<file path="config.mk">
export PLATFORM = sky130hd
export DESIGN_NAME = countdown_timer
export DESIGN_NICKNAME = d
export VERILOG_FILES = /design/src/rtl/countdown_timer.sv
export SDC_FILE = /design/constraint.sdc
export NUM_CORES = 1
export LEC_CHECK = 0
export CAP_MARGIN = 20
export CORE_UTILIZATION = 56
export CTS_CLUSTER_DIAMETER = 120
export DETAILED_ROUTE_END_ITERATION = 6
export PLACE_DENSITY = 0.81
export SETUP_SLACK_MARGIN = 0.4
export SLEW_MARGIN = 20
export SYNTH_ARGS = -nofsm -noshare
export SYNTH_HDL_FRONTEND = slang
export SYNTH_SLANG_ARGS = --single-unit
</file>
<file path="constraint.sdc">
create_clock -name Clk -period 3 [get_ports Clk]
set_clock_uncertainty 0.05 [all_clocks]
set_input_delay 0.3 -clock Clk [delete_from_list [all_inputs] [get_ports Clk]]
set_output_delay 0.3 -clock Clk [all_outputs]
set_load 0.005 [all_outputs]
</file>
<file path="src/rtl/countdown_timer.sv">
// countdown_timer
//   Loadable WIDTH-bit down-counter decremented once per prescaler period
//   (DIV = CLK_HZ / TICK_HZ clocks). Supports start/pause/resume, stops at zero
//   and can optionally auto-reload on expiry.
//
// Ports
//   Clk          system clock, rising edge
//   Reset_n      asynchronous active-low reset
//   Load         load Load_value into count and reload register (highest priority)
//   Load_value   value captured on Load
//   Start        start from IDLE/DONE (count != 0) or resume from PAUSED
//   Pause        freeze count and prescaler while running
//   Auto_reload  on expiry reload the count and keep running
//   tick         1-cycle pulse per prescaler wrap while running
//   expired      1-cycle pulse when the count reaches zero
//   running      high while in RUN
//   count_out    current count
module countdown_timer #(
    parameter int unsigned CLK_HZ  = 50_000_000,
    parameter int unsigned TICK_HZ = 1,
    parameter int unsigned WIDTH   = 32
) (
    input  logic             Clk,
    input  logic             Reset_n,
    input  logic             Load,
    input  logic [WIDTH-1:0] Load_value,
    input  logic             Start,
    input  logic             Pause,
    input  logic             Auto_reload,
    output logic             tick,
    output logic             expired,
    output logic             running,
    output logic [WIDTH-1:0] count_out
);

    localparam int unsigned DIV = CLK_HZ / TICK_HZ;
    localparam int unsigned PW  = (DIV > 1) ? $clog2(DIV) : 1;
    localparam logic [PW-1:0] PRESC_TOP = PW'(DIV - 1);

    typedef enum logic [1:0] {
        StIdle,
        StRun,
        StPaused,
        StDone
    } state_e;

    state_e           state_q, state_d;
    logic [WIDTH-1:0] count_q, count_d;
    logic [WIDTH-1:0] reload_q, reload_d;
    logic [PW-1:0]    presc_q, presc_d;
    logic             tick_int_q, tick_int_d;
    logic             tick_q, tick_d;
    logic             expired_q, expired_d;
    logic             running_q;
    logic             stop;

    always_comb begin
        state_d    = state_q;
        count_d    = count_q;
        reload_d   = reload_q;
        presc_d    = presc_q;
        tick_int_d = 1'b0;
        tick_d     = 1'b0;
        expired_d  = 1'b0;
        stop       = 1'b0;

        if (Load) begin
            // Load also discards any tick still pending from the prescaler.
            count_d  = Load_value;
            reload_d = Load_value;
            presc_d  = PRESC_TOP;
            state_d  = StIdle;
        end else begin
            // A tick raised on the previous edge always completes, even if the
            // state leaves RUN on this edge.
            if (tick_int_q) begin
                tick_d = 1'b1;
                if (count_q > WIDTH'(1)) begin
                    count_d = count_q - WIDTH'(1);
                end else if (count_q == WIDTH'(1)) begin
                    expired_d = 1'b1;
                    if (Auto_reload && (reload_q != '0)) begin
                        count_d = reload_q;
                    end else begin
                        count_d = '0;
                        stop    = 1'b1;
                    end
                end
            end

            unique case (state_q)
                StIdle, StDone: begin
                    if (Start && (count_q != '0)) begin
                        state_d = StRun;
                        presc_d = PRESC_TOP;
                    end
                end
                StRun: begin
                    if (Pause) begin
                        state_d = StPaused;
                    end else if (presc_q == '0) begin
                        presc_d    = PRESC_TOP;
                        tick_int_d = 1'b1;
                    end else begin
                        presc_d = presc_q - PW'(1);
                    end
                end
                StPaused: begin
                    // Resume keeps the partially elapsed prescaler period.
                    if (Start) begin
                        state_d = StRun;
                    end
                end
                default: state_d = StIdle;
            endcase

            if (stop) begin
                state_d = StDone;
            end
        end
    end

    always_ff @(posedge Clk or negedge Reset_n) begin
        if (!Reset_n) begin
            state_q    <= StIdle;
            count_q    <= '0;
            reload_q   <= '0;
            presc_q    <= PRESC_TOP;
            tick_int_q <= 1'b0;
            tick_q     <= 1'b0;
            expired_q  <= 1'b0;
            running_q  <= 1'b0;
        end else begin
            state_q    <= state_d;
            count_q    <= count_d;
            reload_q   <= reload_d;
            presc_q    <= presc_d;
            tick_int_q <= tick_int_d;
            tick_q     <= tick_d;
            expired_q  <= expired_d;
            running_q  <= (state_d == StRun);
        end
    end

    assign tick      = tick_q;
    assign expired   = expired_q;
    assign running   = running_q;
    assign count_out = count_q;

endmodule

</file>
==> run summary, run 1 <==
Post-synth ARST share = 100%
Failing checks = negative hold slack
CTS tree = yes
Power Density = 450 nW/um^2
Placed cell count = 789
Critical path arrival = 2760 ps
CP Capture Type = register
Max VDD drop = 0.000239 V
Layout overhead on the synthesized area = 23.4%
Clock latency reported for the late side of the worst-skew pair = 360 ps
# setup viols final = 0
Cell taking the most area after synthesis = dfrtp_1
Synth Net Count = 633
WHS = -75.7 ps
CP max FO = 10
Fin. Hold Viols = 77
CP Class = reg -> reg
Core Rows = 35
Post-DR wirelength/cell = 19.6 um
H-tree levels = 3
Final cell count without fillers = 816
Post-synth cell types = 69
Drt first pass iters = 6
Post-synth EDFFs = 0
Reg2Reg Launch Point = count_out[18]
Fmax = 387 MHz
Register-to-Register Path Depth = 7
Worst-path clk slew = 100 ps
Post-DRT Antenna Nets = 0
Slew HR = 46.0%
RSZ-0062 raised after global routing = true
Reg2reg end = count_out[27]
Slew @ Worst Pin = 809 ps
Crit share post-route = 86.1%
GRT Overall Usage = 31.3%
Synth Instances = 589
Cell with the most instances after synthesis = dfrtp_1
Layout cell share with drive strength beyond 1 = 18.8%
Core Area = 9370 um^2
Synth top area share = 35.4%
Overflow left after global routing = 0
Die X = 101 um
Leak = 2.64 nW
Hold Crit Class = in -> async
Final min period = 2580 ps
Post-synth top cells = dfrtp_1 (78), nor2_1 (44), o21ai_0 (39), a21oi_1 (38), nand2_1 (34)
Routed WL = 16000 um
N_diodes = 0
Final Max Slew Viols = 0
Outcome = finished with violations
DR vias = 5417
Vias per Instance = 6.64
Area of the die = 10200 um^2
Global-route wire length before repair = 24900 um
Drt initial violations = 567
Die height = 101 um
Largest net degree at the start of global routing = 86
R2R setup slack = 420 ps
Post-Syn Area = 5510 um^2
DP HPWL = 11000 um
Total of max-cap violations = 0
Setup ws final = 416 ps
Area contributors post-synth = dfrtp_1 (35%), dfstp_2 (8.6%), mux2_2 (4.3%)
Top_reg_cell synth = dfrtp_1
PortBufs = 72
Sequential fraction of the synthesis area = 44.0%
Fin Setup TNS = 0 ps
Layout Nets = 726
Clk buf depth = 2
Crit path required time = 3180 ps
Initial antenna violation count = 0
Drt drc = 0
RD Place Congestion = 0.899
Layout fillers = 732
Num ports = 73
Seq cells post-synth = 96
Synth Area per Inst = 9.36 um^2
Element type at the critical path start = register
CTS buffer count = 9
Dpl ws = 197 ps
Initial core utilization = 58.8%
Root Buffer Master = clkbuf_8
Synth Warn # = 0
CTS Sinks = 96
Vias in the first global route = 4997
==> cell families (layout without fill, tap and decap cells) <==
logic type / after synthesis / in the layout / share of synthesized area, %
compound gates: 197 / 198 / 22.8
xor+xnor: 12 / 12 / 1.91
fa+ha+maj: 6 / 6 / 1.36
mux: 21 / 21 / 4.29
buf+inv: 51 / 147 / 4.18
simple gates: 206 / 207 / 21.5
flops: 96 / 96 / 44.0
==> layout make-up <==
class	count	area [um^2]	area share, %
timing repair buffer	109	995	14.6
clock inverter	4	28.8	0.423
inverter	22	82.6	1.21
tap	129	161	2.37
sequential	96	2430	35.7
clock buffer	12	155	2.28
multi-input combinational	444	2950	43.4
==> power by group <==
part	total [W]	switching [W]	internal (W)
Clock	0.000810	0.000460	0.000349
Combinational	0.000653	0.000320	0.000333
Sequential	0.00160	0.000177	0.00142
==> how the worst max path moves through the flow <==
| stage | cells past startpoint | from | slack (ps) | to |
|---|---|---|---|---|
| after floorplan | 9 | presc_q[0] | 710 | presc_q[9] |
| after global placement | 6 | count_out[21] | 260 | count_out[27] |
| after detailed placement | 6 | count_out[21] | 200 | count_out[24] |
| after CTS | 6 | count_out[8] | 400 | count_out[27] |
| after global routing | 9 | count_out[10] | 370 | count_out[6] |
| final | 7 | count_out[18] | 420 | count_out[27] |
==> worst max-delay path: stages, from the launching register on <==
cell and delay [ps]:
dfrtp_2 490, nor4_4 280, buf_4 180, nand2_1 90
or4_1 610, o41a_1 340, o21ai_0 250, a41oi_1 160
==> placed cells by master (no fill, tap or decap), types with 6 or more instances in the layout <==
cell type        instances
o21ai_1                 33
nor4_1                  20
a22oi_1                 17
nand3_1                 17
a21oi_1                 38
a31oi_1                  9
nor3_1                  27
inv_1                   22
or4_1                    7
a21o_1                   6
buf_4                   37
o31ai_1                  6
ha_1                     6
dfrtp_1                 76
nand2_1                 32
and3_1                   6
clkbuf_8                11
o41ai_1                  7
o22ai_1                  6
mux2_2                  21
nor2_1                  41
or3_1                   10
o21ai_0                 39
clkdlybuf4s50_1         70
xor2_1                   7
dfstp_2                 18
==> registers in the layout (all words and copies together), names as in the netlist <==
name and count:
state_q 2, running 1, tick_int_q 1, expired 1, tick 1, count_out 32
reload_q 32, presc_q 26
==> per-layer routing <==
metal	share of wire (%)	GRT usage [%]	up-vias
met4	2.3	13.6	0
li1	-	-	2433
met5	0	0	-
met1	41	41.1	2669
met2	50	52.5	280
met3	7.2	3.73	35
==> timing repair <==
action	CTS	global route
hold buffers	0	0
setup buffers	4	5
pin swaps	2	4
endpoints found under the setup margin	30	28
gates cloned	0	2
resized for setup	5	10
==> through the flow <==
stage / power [W] / hold WS, ps / cell area [um^2] / utilization (%)
2_1_floorplan: 0.00190 / -45.6 / 5510 / -
3_3_place_gp: 0.00220 / 411 / 6450 / 68.8
3_5_place_dp: 0.00223 / 418 / 6450 / 68.9
4_1_cts: 0.00304 / 126 / 6700 / 71.5
5_1_grt: 0.00319 / 11.6 / 6800 / 72.6
6_report: 0.00306 / -75.7 / 6800 / 72.6
(Power assumes the default switching activity.)
==> run 2: changes to the inputs <==
CORE_MARGIN = 5   (was unset)
==> run 2 against run 1 <==
The flow now finishes without violations; wire length increased by 1.5%; utilization decreased by 1.5 points; power increased by 3.0%; largest power group unchanged.
==> run summary, run 2 (synthesis results as in run 1) <==
Slew @ Worst Pin = 804 ps
DR top layer = met4
Core Rows = 36
CTS Sinks = 96
Met2 routed WL = 8090 um
Placed cell count = 790
PortBufs = 72
Largest net degree at the start of global routing = 61
Final Max Slew Viols = 0
Leak = 2.66 nW
Post-DR wirelength/cell = 19.8 um
Layout overhead on the synthesized area = 24.8%
Finished Core Util = 71.1%
Vias in the first global route = 5154
WL met1 = 6370 um
Area of the die = 11900 um^2
WHS = 306 ps
CP max FO = 21
CTS tree = yes
Met3 wire len = 1220 um
Num ports = 73
Worst-path clk slew = 100 ps
Final min period = 2530 ps
Switching portion of total power = 30.9%
Fin Setup TNS = 0 ps
Overflow left after global routing = 0
Post-DRT Antenna Nets = 0
Final cell count without fillers = 820
Cell Chain, Critical Path = nor4_4 -> buf_4 -> nand3_4 -> or3_1 -> a31o_2 -> buf_12 -> nor2_2 -> a21oi_1
CP Capture Type = register
Slew HR = 46.3%
Drt initial violations = 418
Root Buffer Master = clkbuf_8
Clock latency reported for the late side of the worst-skew pair = 360 ps
Layout cell share with drive strength beyond 1 = 19.2%
Sequential share of power = 50.6%
Commonest cells after routing, fill and taps aside = dfrtp_1 (72), clkdlybuf4s50_1 (70), nor2_1 (42)
Die height = 109 um
Hold Crit Class = in -> reg
Delay-heaviest family, CP = simple AND/OR/NAND/NOR gates
Layout Nets = 726
Die X = 109 um
Critical path depth in cells = 8
RD Place Congestion = 0.917
WP buf/inv = 2
Initial core utilization = 56.9%
Crit path required time = 3180 ps
Power Internal = 0.00218 W
Outcome = finished, final reports clean
Routed WL = 16200 um
Slowest stage delay, CP = 450 ps
Element type at the critical path start = register
H-tree levels = 3
Clk buf depth = 2
Worst Hold Path Cells = 2
CTS buffer count = 9
Drt drc = 0
GRT Overall Usage = 27.5%
Final Instance Area = 6880 um^2
Core Area = 9680 um^2
Drt first pass iters = 7
Clock group share of total power = 28.0%
Crit share post-route = 84.2%
Total of max-cap violations = 0
Initial antenna violation count = 0
# setup viols final = 0
Cell Area, Placed = 6460 um^2
Power Density = 458 nW/um^2
DP HPWL = 11200 um
Commonest non-fill, non-tap cell in the layout = dfrtp_1
Net load switching power = 0.000972 W
Fmax = 396 MHz
DR vias = 5337
Vias per Instance = 6.51
Global-route wire length before repair = 26100 um
Comb pwr share = 21.5%
Critical path arrival = 2710 ps
Max VDD drop = 0.000316 V
Register-to-Register Path Depth = 8
Fin. Hold Viols = 0
N_diodes = 0
CP Class = reg -> reg
CP max stage cell = dfrtp_2
RSZ-0062 raised after global routing = true
[run 2: changes by cell type in the layout (fill, tap and decap cells not counted), sizes merged]
| cell | delta |
|---|---|
| buf | +1 |
| dlygate4sd3 | +1 |
| clkinv | +1 |
| bufinv | +1 |
| clkbuf | -1 |
| a31o | -1 |
| nand3 | -1 |
| clkinvlp | -1 |
[run 2: final timing paths]
kind / endpoint / from / slack, ps
hold / removal: state_q[1] / Load / 310
setup / recovery: count_out[23] / count_out[8] / 470
setup reg to reg: count_out[23] / count_out[8] / 470
min in group asynchronous: count_out[31] / Reset_n / 460
max in group asynchronous: presc_q[19] / Reset_n / 1690
hold reg to reg: presc_q[25] / presc_q[25] / 440
[run 2: area by class of cell]
class | instances | area [um^2]
Clock buffer | 11 | 141
Fill cell | 719 | 2800
Inverter | 22 | 82.6
Multi-Input combinational cell | 442 | 2960
Tap cell | 133 | 166
Timing Repair Buffer | 111 | 1030
Clock inverter | 5 | 63.8
Sequential cell | 96 | 2430
[run 2: worst register-to-register path, cell delays in order (launching register included)]
cell	delay [ps]
dfrtp_2	450
nor4_4	270
buf_4	180
nand3_4	160
or3_1	450
a31o_2	330
buf_12	200
nor2_2	200
a21oi_1	120
[run 2: metrics by stage]
stage          setup slack [ps]  power [W]
3_3_place_gp                275    0.00221
2_1_floorplan               715    0.00190
3_5_place_dp                221    0.00224
6_report                    473    0.00315
4_1_cts                     408    0.00313
5_1_grt                     360    0.00331
[run 2: power groups by stage]
stage               sequential [W]  combinational [W]  clock [W]
floorplan                  0.00157           0.000330          0
global placement           0.00159           0.000622          0
detailed placement         0.00160           0.000644          0
CTS                        0.00158           0.000656   0.000895
global route               0.00161           0.000738   0.000959
finish                     0.00159           0.000676   0.000881
[run 2: what timing repair did]
| item | in CTS | in global routing |
|---|---|---|
| buffers inserted | 2 | 11 |
| pin swaps | 2 | 8 |
| setup endpoints to repair | 39 | 47 |
| hold endpoints to repair | 46 | 0 |
| gates resized for setup | 6 | 18 |
| hold buffers | 1 | 0 |
[run 2: metal layers]
| layer | up-vias | GRT usage (%) |
|---|---|---|
| met5 | - | 0 |
| met4 | 0 | 11.8 |
| met3 | 50 | 3.85 |
| met2 | 266 | 46.7 |
| met1 | 2606 | 35.3 |
| li1 | 2415 | - |
